[src/rtl/fib_zeck_encoder.sv]
// Sequential Zeckendorf encoder, 16-bit binary -> 64-bit Fibonacci code; FIB_STOP_BIT_EN adds the "11" comma bit.
// Latency: ready_o rises NFIB clocks after the accept edge, independent of data.
// Backpressure: result is held in DONE while en_encode stays high; a new start needs en_encode low first.
module fib_zeck_encoder #(
  parameter int IN_W  = 16,
  parameter int OUT_W = 64,
  parameter int NFIB  = 23
) (
  input  logic             clk,
  input  logic             rst,
  input  logic             en_encode,
  input  logic [IN_W-1:0]  input_binary,
  output logic             busy_o,
  output logic             ready_o,
  output logic [OUT_W-1:0] data_o
);

  localparam int IDX_W = $clog2(NFIB);

  typedef enum logic [1:0] {IDLE, SCAN, DONE} state_t;

  state_t           state, state_nxt;
  logic [IDX_W-1:0] idx, idx_nxt;
  logic [IN_W-1:0]  rem, rem_nxt;
  logic [NFIB-1:0]  code, code_nxt, code_upd;
  logic [OUT_W-1:0] data_nxt, final_word;
  logic [16:0]      weight;
  logic             take;

  // Weight of code bit i is F(i+2).
  function automatic logic [16:0] fib_weight(input logic [IDX_W-1:0] i);
    case (int'(i))
      0:  fib_weight = 17'd1;
      1:  fib_weight = 17'd2;
      2:  fib_weight = 17'd3;
      3:  fib_weight = 17'd5;
      4:  fib_weight = 17'd8;
      5:  fib_weight = 17'd13;
      6:  fib_weight = 17'd21;
      7:  fib_weight = 17'd34;
      8:  fib_weight = 17'd55;
      9:  fib_weight = 17'd89;
      10: fib_weight = 17'd144;
      11: fib_weight = 17'd233;
      12: fib_weight = 17'd377;
      13: fib_weight = 17'd610;
      14: fib_weight = 17'd987;
      15: fib_weight = 17'd1597;
      16: fib_weight = 17'd2584;
      17: fib_weight = 17'd4181;
      18: fib_weight = 17'd6765;
      19: fib_weight = 17'd10946;
      20: fib_weight = 17'd17711;
      21: fib_weight = 17'd28657;
      22: fib_weight = 17'd46368;
      default: fib_weight = 17'd0;
    endcase
  endfunction

  always_comb begin
    weight   = fib_weight(idx);
    take     = (32'(rem) >= 32'(weight));
    code_upd = code;
    if (take) code_upd[idx] = 1'b1;
  end

  // Comma terminator sits one above the highest set code bit.
`ifdef FIB_STOP_BIT_EN
  logic [OUT_W-1:0] stop_word;
  always_comb begin
    stop_word = '0;
    for (int i = 0; i < NFIB; i++) begin
      if (code_upd[i]) stop_word = OUT_W'(1) << (i + 1);
    end
    final_word = OUT_W'(code_upd) | stop_word;
  end
`else
  always_comb begin
    final_word = OUT_W'(code_upd);
  end
`endif

  always_comb begin
    state_nxt = state;
    idx_nxt   = idx;
    rem_nxt   = rem;
    code_nxt  = code;
    data_nxt  = data_o;
    case (state)
      IDLE: begin
        if (en_encode) begin
          state_nxt = SCAN;
          rem_nxt   = input_binary;
          idx_nxt   = IDX_W'(NFIB - 1);
          code_nxt  = '0;
        end
      end
      SCAN: begin
        code_nxt = code_upd;
        rem_nxt  = take ? (rem - IN_W'(weight)) : rem;
        idx_nxt  = idx - 1'b1;
        if (idx == '0) begin
          state_nxt = DONE;
          data_nxt  = final_word;
        end
      end
      DONE: begin
        if (!en_encode) state_nxt = IDLE;
      end
      default: state_nxt = IDLE;
    endcase
  end

  always_ff @(posedge clk) begin
    if (rst) begin
      state  <= IDLE;
      idx    <= '0;
      rem    <= '0;
      code   <= '0;
      data_o <= '0;
    end else begin
      state  <= state_nxt;
      idx    <= idx_nxt;
      rem    <= rem_nxt;
      code   <= code_nxt;
      data_o <= data_nxt;
    end
  end

  assign busy_o  = (state == SCAN);
  assign ready_o = (state == DONE);

endmodule

[config.mk]
export PLATFORM = sky130hd
export DESIGN_NAME = fib_zeck_encoder
export DESIGN_NICKNAME = d
export VERILOG_FILES = /design/src/rtl/fib_zeck_encoder.sv
export SDC_FILE = /design/constraint.sdc
export NUM_CORES = 1
export LEC_CHECK = 0
export ABC_AREA = 1
export CAP_MARGIN = 0
export CORE_MARGIN = 2
export CORE_UTILIZATION = 40
export CTS_BUF_LIST = sky130_fd_sc_hd__clkbuf_4
export DETAILED_ROUTE_END_ITERATION = 10
export GPL_ROUTABILITY_DRIVEN = 0
export HOLD_SLACK_MARGIN = 0.1
export SLEW_MARGIN = 30
export SYNTH_ARGS = -nofsm -noshare
export SYNTH_HDL_FRONTEND = slang
export SYNTH_SLANG_ARGS = --single-unit
[constraint.sdc]
create_clock -name clk -period 1.8 [get_ports clk]
set_input_delay 0.36 -clock clk [delete_from_list [all_inputs] [get_ports clk]]
set_output_delay 0.36 -clock clk [all_outputs]
set_load 0.1 [all_outputs]
======== Word-level counts from Yosys, hierarchy flattened ========
Memories as Yosys holds them, arrays and structs flattened. A register that Yosys moved wholly into a read port is not among the register bits.
Index checks and enable logic that the tools add are counted.
operators by class
  shifts and indexed selects .............. 0
  reductions and logical operators ........ 8
  add/sub/neg operators ................... 2
  equality and inequality tests ........... 6
  divide/modulo/power cells ............... 0
  order comparisons ....................... 3
  multiplexer cells ....................... 16
  bitwise operators ....................... 1
  multiply operators ...................... 0
operator list
  operator                                                                              number
  23-bit 2-to-1 mux                                                                     2
  23-bit case mux with 2 select lines                                                   1
  16-bit 2-to-1 mux                                                                     2
  16-bit case mux with 2 select lines                                                   1
  23-bit OR                                                                             1
  16-bit by 17-bit greater-or-equal comparator with 1-bit output                        1
  16-bit subtractor                                                                     1
  5-bit 2-to-1 mux                                                                      3
  5-bit case mux with 2 select lines                                                    1
  5-bit by 6-bit less-than comparator with 1-bit output (second input constant)         1
  2-bit 2-to-1 mux                                                                      3
  2-bit case mux with 3 select lines                                                    1
  3-bit AND reduction                                                                   2
  1-bit demux with 5-bit select                                                         1
  5-bit by 1-bit greater-or-equal comparator with 1-bit output (second input constant)  1
  5-bit zero test                                                                       1
  5-bit by 1-bit subtractor with 5-bit output (second input constant)                   1
  2-bit by 1-bit inequality test with 1-bit output (second input constant)              2
  2-bit inequality test (second input constant)                                         2
  2-bit AND reduction                                                                   2
  2-bit by 1-bit equality test with 1-bit output (second input constant)                1
  2-bit equality test (second input constant)                                           1
  2-bit zero test                                                                       1
  2-bit nonzero test                                                                    1
  other kinds (2)                                                                       2
word-level totals
  output and inout port bits .............. 66
  latch bits .............................. 0
  memories ................................ 1
  flip-flop bits (word level) ............. 69
  word-level logic and storage cells ...... 42
  ROM bits ................................ 512
  bits of input ports ..................... 19
  memory bits (writable) .................. 0
memory list
  memory           words  width  rd ports  clocked after Yosys merged registers in  write ports  line  text
  (no name shown)  32     16     1         1                                        0            32    case (int'(i))

======== Longest topological paths before layout ========
Gate-level depths: netlist of the first run.
  word-level depth ........................ 7
  mapped depth ............................ 16
  gate-level depth less buffers ........... 15

======== Worst setup path before layout of the first run ========
No wires, ideal clock.
  kind .................................... reg-to-output
  start ................................... register state[1]
  end ..................................... output port ready_o
  buffers on the path ..................... 0
  cell stages (with the launch flop) ...... 3
  path slack .............................. -286 ps
  arrival time ............................ 1726 ps
  required time ........................... 1440 ps
  path through ............................ dfxtp_1 inv_2 nor2_1
between the ends
  longest elaborated chain between the ends .. 1
RTL lines
  item                    line  text
  start, declared         22    state_t state, state_nxt;
  start signal, assigned  122   state <= state_nxt;
  2-bit equality test     131   assign ready_o = (state == DONE);
  end, declared           14    output logic ready_o,
No other way between the ends.

======== Worst setup path after layout of the first run ========
  start ................................... register weight[10] (netlist name)
  end ..................................... register data_o[10]
between the ends
  longest elaborated chain between the ends .. 2
RTL lines
  item                                                            line  text
  16-bit by 17-bit greater-or-equal comparator with 1-bit output  62    take = (32'(rem) >= 32'(weight));
  23-bit 2-to-1 mux                                               64    if (take) code_upd[idx] = 1'b1;
  end signal, assigned                                            126   data_o <= data_nxt;
  end, declared                                                   15    output logic [OUT_W-1:0] data_o
No other way between the ends.
A chain may end at the register's enable or synchronous reset.

==> flow_summary.ini, run 1 <==
[worst_setup_path]
setup.worst_path.class = reg -> reg
crit_path_start_kind = flop
end_kind = flop
required_ns = 2.19
cpMostUsedCell = nand2_2
crit_slowest_cell = dfxtp_2
slowest_delay_ns = 0.35
cp.arrival_ns = 2.33
crit_chain = inv_2 > ha_4 > nand2_2 > nand2_2 > a21oi_2 > nand2_2 > a21oi_4 > nand2_4 > clkbuf_16 > a21oi_4 > nand2_1 > nand2_1 > inv_1
path_max_fanout = 7
setup.reg_to_reg.worst_slack_ns = -0.13

[place]
port_buffers = 43
place_area_sq_mm = 0.006665
hpwl_um = 9445

[synth]
ys_seq_area_share_pct = 31.47
synth_ff_type = dfxtp_1
synth_commonest_cells = nand2_1 (209), nor2_1 (134), inv_1 (111), dfxtp_1 (85), a21oi_1 (58)
synth_top_area_share_pct = 31.47
ys_async_sr_fraction_pct = 0
yosys.area.top_type = dfxtp_1
avgSynthCellArea_sq_um = 6.469
yosysMostFrequentCell = nand2_1
ys_seq_elements = 85
syn-cell-area_sq_mm = 0.005408
synth_edf_count = 0
synth_area_leaders = dfxtp_1 (31%), nand2_1 (15%), nor2_1 (9.3%)
syn_inst = 836
synth_cell_types = 42
synth.yosys.warnings = 0

[floorplan]
placementRows = 42
core-area_sq_mm = 0.01324
io_pins = 85
die_y_um = 120.3
die_area_sq_mm = 0.01446
die_width_um = 120.3
floorplan.initialDensity_pct = 40.84

[run_status]
outcome = finished with violations
violations = negative setup slack

[sta]
setup-violations-final = 62
rsz0062_at_grt = true
fmax_mhz = 517.8
fin_crit_ns = 1.931
finalCritPeriodShare_pct = 107.3
final_hold_viol_count = 0
skew_ns = 0.01286
fin_ws_ns = -0.1313
drv_slew = 0

[cts]
clock_latency_ns = 0.48
path_clk_slew_ns = 0.15
clk_path_buf_depth = 2
tritoncts = yes
cts-root-buf = clkbuf_4
cts_sinks = 85
h-tree-depth = 3
numCtsBuffers = 9

[power]
power_mw = 10.11
peakVddDrop_v = 0.0005161
p_per_area_mw_per_mm2 = 1266
leakage_nw = 3.693

[layout]
seqCellArea_sq_mm = 0.001732
drive_gt1_share_pct = 35.96
fin_area_sq_mm = 0.007991
area_growth_pct = 47.78
multi_input_area_sq_mm = 0.003840
final_nets = 1017
fillers = 1191

[detailed_routing]
ant_nets = 0
num_vias = 5325
drtIter0Drc = 340
wirelength_um = 14740
drt-pass1-iter-count = 4
vias_per_cell = 4.618
route.detailed.drc = 0
drt-wirelength-per-cell_um = 12.79

[run]
max_cap_violations = 0

[global_routing]
grt-ovfl-total = 0
grt_max_degree = 47
grt_pass1_wl_um = 23240
grt_pass1_vias = 4872
antenna_found_initial = 1
grt_usage_pct = 19.91

[hold_path]
hold_class = in -> reg
-- final cells by class --
type / instances / area share [%]
clock inverters: 7 / 0.9081
multi-input cells: 607 / 48.05
flip-flops and latches: 85 / 21.67
well taps: 176 / 2.756
inverters: 122 / 6.075
diodes: 1 / 0.03131
clock buffers: 9 / 0.8455
repair buffers: 146 / 19.66
-- worst max-delay path, delay by kind of cell (launching register included) --
kind	cells	cell delay, ns
flops	1	0.35
compound gates	3	0.51
buf+inv	3	0.32
fa+ha+maj	1	0.21
simple gates	6	0.45
-- registers in the layout (all words and copies together) (netlist names) --
register	count
idx	5
weight	16
data_o	23
code	23
rem	16
state	2
-- cell families after synthesis --
logic type	count (synthesis)	share of synthesized area [%]
and+or+nand+nor	433	34.29
muxes	1	0.1851
buffers and inverters	188	17.19
xor gates and xnor gates	4	0.6478
DFF	85	31.47
adders and majority gates	27	6.386
AOI/OAI and AO/OA	97	9.764
other	1	0.06935
-- metrics by stage --
stage               TNS [ns]  hold WS (ns)  setup slack (ns)  util, %  std cells
finish                -4.138        0.2820           -0.1313    60.35       1153
global route          -10.48        0.2575           -0.2365    60.35       1153
floorplan                  0        0.4556         0.0007581        -        876
CTS                   -3.854        0.2577           -0.1298    55.53       1139
global placement      -16.25        0.4766           -0.4364    50.33       1110
detailed placement    -18.55        0.4861           -0.4610    50.33       1110
-- power by group --
group / internal, mW / switching [mW] / total (mW) / leakage, nW
Clock: 0.329 / 0.816 / 1.15 / 0.0741
Sequential: 2.13 / 0.203 / 2.34 / 0.702
Combinational: 2.76 / 3.87 / 6.63 / 2.92
Total: 5.22 / 4.89 / 10.1 / 3.69
-- what timing repair did --
item                       4_1_cts  5_1_grt
cloned                           4        2
setup endpoints to repair       69       79
setup buffers                    9       12
resized for setup              108      123
hold buffers                     0        0
pin swaps                       22       42
-- worst paths after layout --
path	startpoint	cells past startpoint	endpoint
min reg2reg	rem[10]	2	rem[10]
max reg2reg	weight[10]	13	data_o[10]
max	weight[10]	13	data_o[10]
min	rst	4	idx[0]
-- per-layer routing --
metal / routed length (um) / track usage (%) / vias up
met3: 901 / 4.434 / 23
met4: 227 / 5.160 / 0
li1: - / - / 2780
met1: 6792 / 28.33 / 2382
met5: 0 / 0 / -
met2: 6821 / 30.43 / 140
-- layout by cell type (no fill, tap or decap), drive strengths merged --
master,count
nor2,143
dfxtp,85
a21o,1
or2,2
and2,1
diode,1
conb,41
and3,1
xor2,4
o22ai,1
nand4,3
nor3,28
mux2i,1
buf,127
clkdlybuf4s50,17
nand2,223
nand3,33
clkbuf,10
bufbuf,1
nand3b,2
clkinvlp,1
clkinv,2
o21ai,28
o21bai,1
fa,1
o211ai,4
inv,126
o31ai,1
a21boi,2
ha,26
a21oi,60
Note: power is estimated with default switching activity, not from simulation.
==> run 2, diff against run 1 <==
==> constraint.sdc (replaced) <==
create_clock -name clk -period 2 [get_ports clk]
set_input_delay 0.4 -clock clk [delete_from_list [all_inputs] [get_ports clk]]
set_output_delay 0.4 -clock clk [all_outputs]
set_load 0.1 [all_outputs]
==> run 2 against run 1 <==
  * The run now ends clean
  * Utilization shrank 7.2 points
  * Count of clock-buffer cells in the layout is 1 higher
  * Worst setup slack improved by 0.20 ns
  * First-iteration DRC count shrank 27%
  * Hold slack worse by 0.044 ns
  * Cell area down 12%
==> flow_summary.ini, run 2 (synthesized netlist as in run 1, its figures left out) <==
[sta]
skew_ns = 0.01970
rsz0062_at_grt = true
setup-violations-final = 0
final_hold_viol_count = 0
drv_slew = 0
fmax_mhz = 519.1
fin_crit_ns = 1.926
fin_ws_ns = 0.07359
finalCritPeriodShare_pct = 96.32

[global_routing]
grt-ovfl-total = 0
grt_usage_pct = 18.42
grt_pass1_vias = 4619
antenna_found_initial = 1
grt_pass1_wl_um = 21610
grt_max_degree = 47

[worst_setup_path]
cp.arrival_ns = 2.34
required_ns = 2.41
r2r_cells = 15
end_kind = flop
path_max_fanout = 4
crit_path_start_kind = flop
setup.worst_path.class = reg -> reg
setup.reg_to_reg.worst_slack_ns = 0.07
timing.rr.end = rem[15]
regToRegStartpoint = weight[4]

[hold_path]
whs_endpoint = idx[4]
hold_class = in -> reg
worstHoldStart = rst
hold_path_depth = 2

[cts]
tritoncts = yes
cts-hold-fix-buffers = 0
cts_sinks = 85
clock_latency_ns = 0.46
cts-root-buf = clkbuf_4
clk_path_buf_depth = 2
h-tree-depth = 3
path_clk_slew_ns = 0.15
numCtsBuffers = 9

[layout]
final_common_cell = nand2_1
final_cell_mix = nand2_1 (185), nor2_1 (124), inv_1 (97)
reg.largest.list = code (23), data_o (23)
area_growth_pct = 30.26
final_cells = 1118
drive_gt1_share_pct = 27.42
final_nets = 982

[floorplan]
die_area_sq_mm = 0.01446
io_pins = 85
placementRows = 42
die_width_um = 120.3
die_y_um = 120.3
floorplan.initialDensity_pct = 40.84
core-area_sq_mm = 0.01324

[place]
place_inst = 1093
hpwl_um = 9346
dpl_worst_slack_ns = -0.3603
port_buffers = 43

[power]
p_per_area_mw_per_mm2 = 1156
peakVddDrop_v = 0.0004475
leakage_nw = 3.392

[detailed_routing]
drtIter0Drc = 247
route.detailed.drc = 0
ant_nets = 0
wirelength_um = 13750
vias_per_cell = 4.581
num_vias = 5122
drt-pass1-iter-count = 5
drt-wirelength-per-cell_um = 12.30

[run_status]
outcome = complete, no violations

[run]
max_cap_violations = 0
run 2: report_power, final:
group | switching [mW] | leakage (nW) | internal (mW)
logic | 3.20 | 2.63 | 1.97
registers | 0.151 | 0.701 | 1.92
clock network | 0.634 | 0.0635 | 0.267
run 2: worst max-delay path by stage:
stage                      to  depth (start not counted)  slack [ns]      start
floorplan           weight[0]                         11        0.02     idx[0]
global placement    weight[0]                         11       -0.29  en_encode
detailed placement  weight[2]                         11       -0.36  en_encode
CTS                 data_o[5]                         13      -0.002  weight[4]
global route        weight[2]                         11       -0.04     idx[0]
finish                rem[15]                         15        0.07  weight[4]
run 2: cell type report:
class / instances / area (sq um)
Inverter: 122 / 462.9
Clock buffer: 10 / 75.07
Fill cell: 1294 / 6198
Clock inverter: 6 / 37.54
Antenna cell: 1 / 2.502
Tap cell: 176 / 220.2
Multi-Input combinational cell: 606 / 3525
Sequential cell: 85 / 1724
Timing Repair Buffer: 112 / 997.2
run 2: per-stage QoR:
stage | power, mW | utilization [%] | area (sq um) | hold slack [ns] | TNS [ns]
3_3_place_gp | 6.169 | 46.88 | 6208 | 0.4845 | -3.664
4_1_cts | 7.236 | 48.75 | 6456 | 0.2060 | -0.003395
2_1_floorplan | 5.057 | - | 5564 | 0.4603 | 0
5_1_grt | 8.788 | 53.19 | 7044 | 0.2367 | -0.2008
3_5_place_dp | 6.187 | 46.88 | 6208 | 0.4853 | -4.391
6_report | 8.142 | 53.19 | 7044 | 0.2379 | 0
run 2: critical path, stage by stage, from the launching register on:
cell and delay (ns):
dfxtp_2 0.37, inv_2 0.05, ha_4 0.30, nand2_4 0.07, inv_2 0.06, nand2_2 0.05, nand2_2 0.07, nand2_2 0.06
nand3_4 0.10, nand3_4 0.10, buf_6 0.14, nand3_4 0.15, nand2_2 0.15, nand2_1 0.09, nand2_1 0.04, nor2_1 0.09
run 2: repair_timing:
action,in CTS,in global routing
gates cloned,0,5
setup endpoints to repair,39,73
pin swaps,1,29
gates resized for setup,26,125
buffers inserted,0,3
run 2: layer usage:
layer | part of all wire, % | GRT usage [%] | vias to the layer above
met5 | 0 | 0 | -
met4 | 1.3 | 4.797 | 0
met3 | 4.4 | 3.679 | 13
met2 | 46 | 29.94 | 103
met1 | 48 | 25.03 | 2301
li1 | - | - | 2705
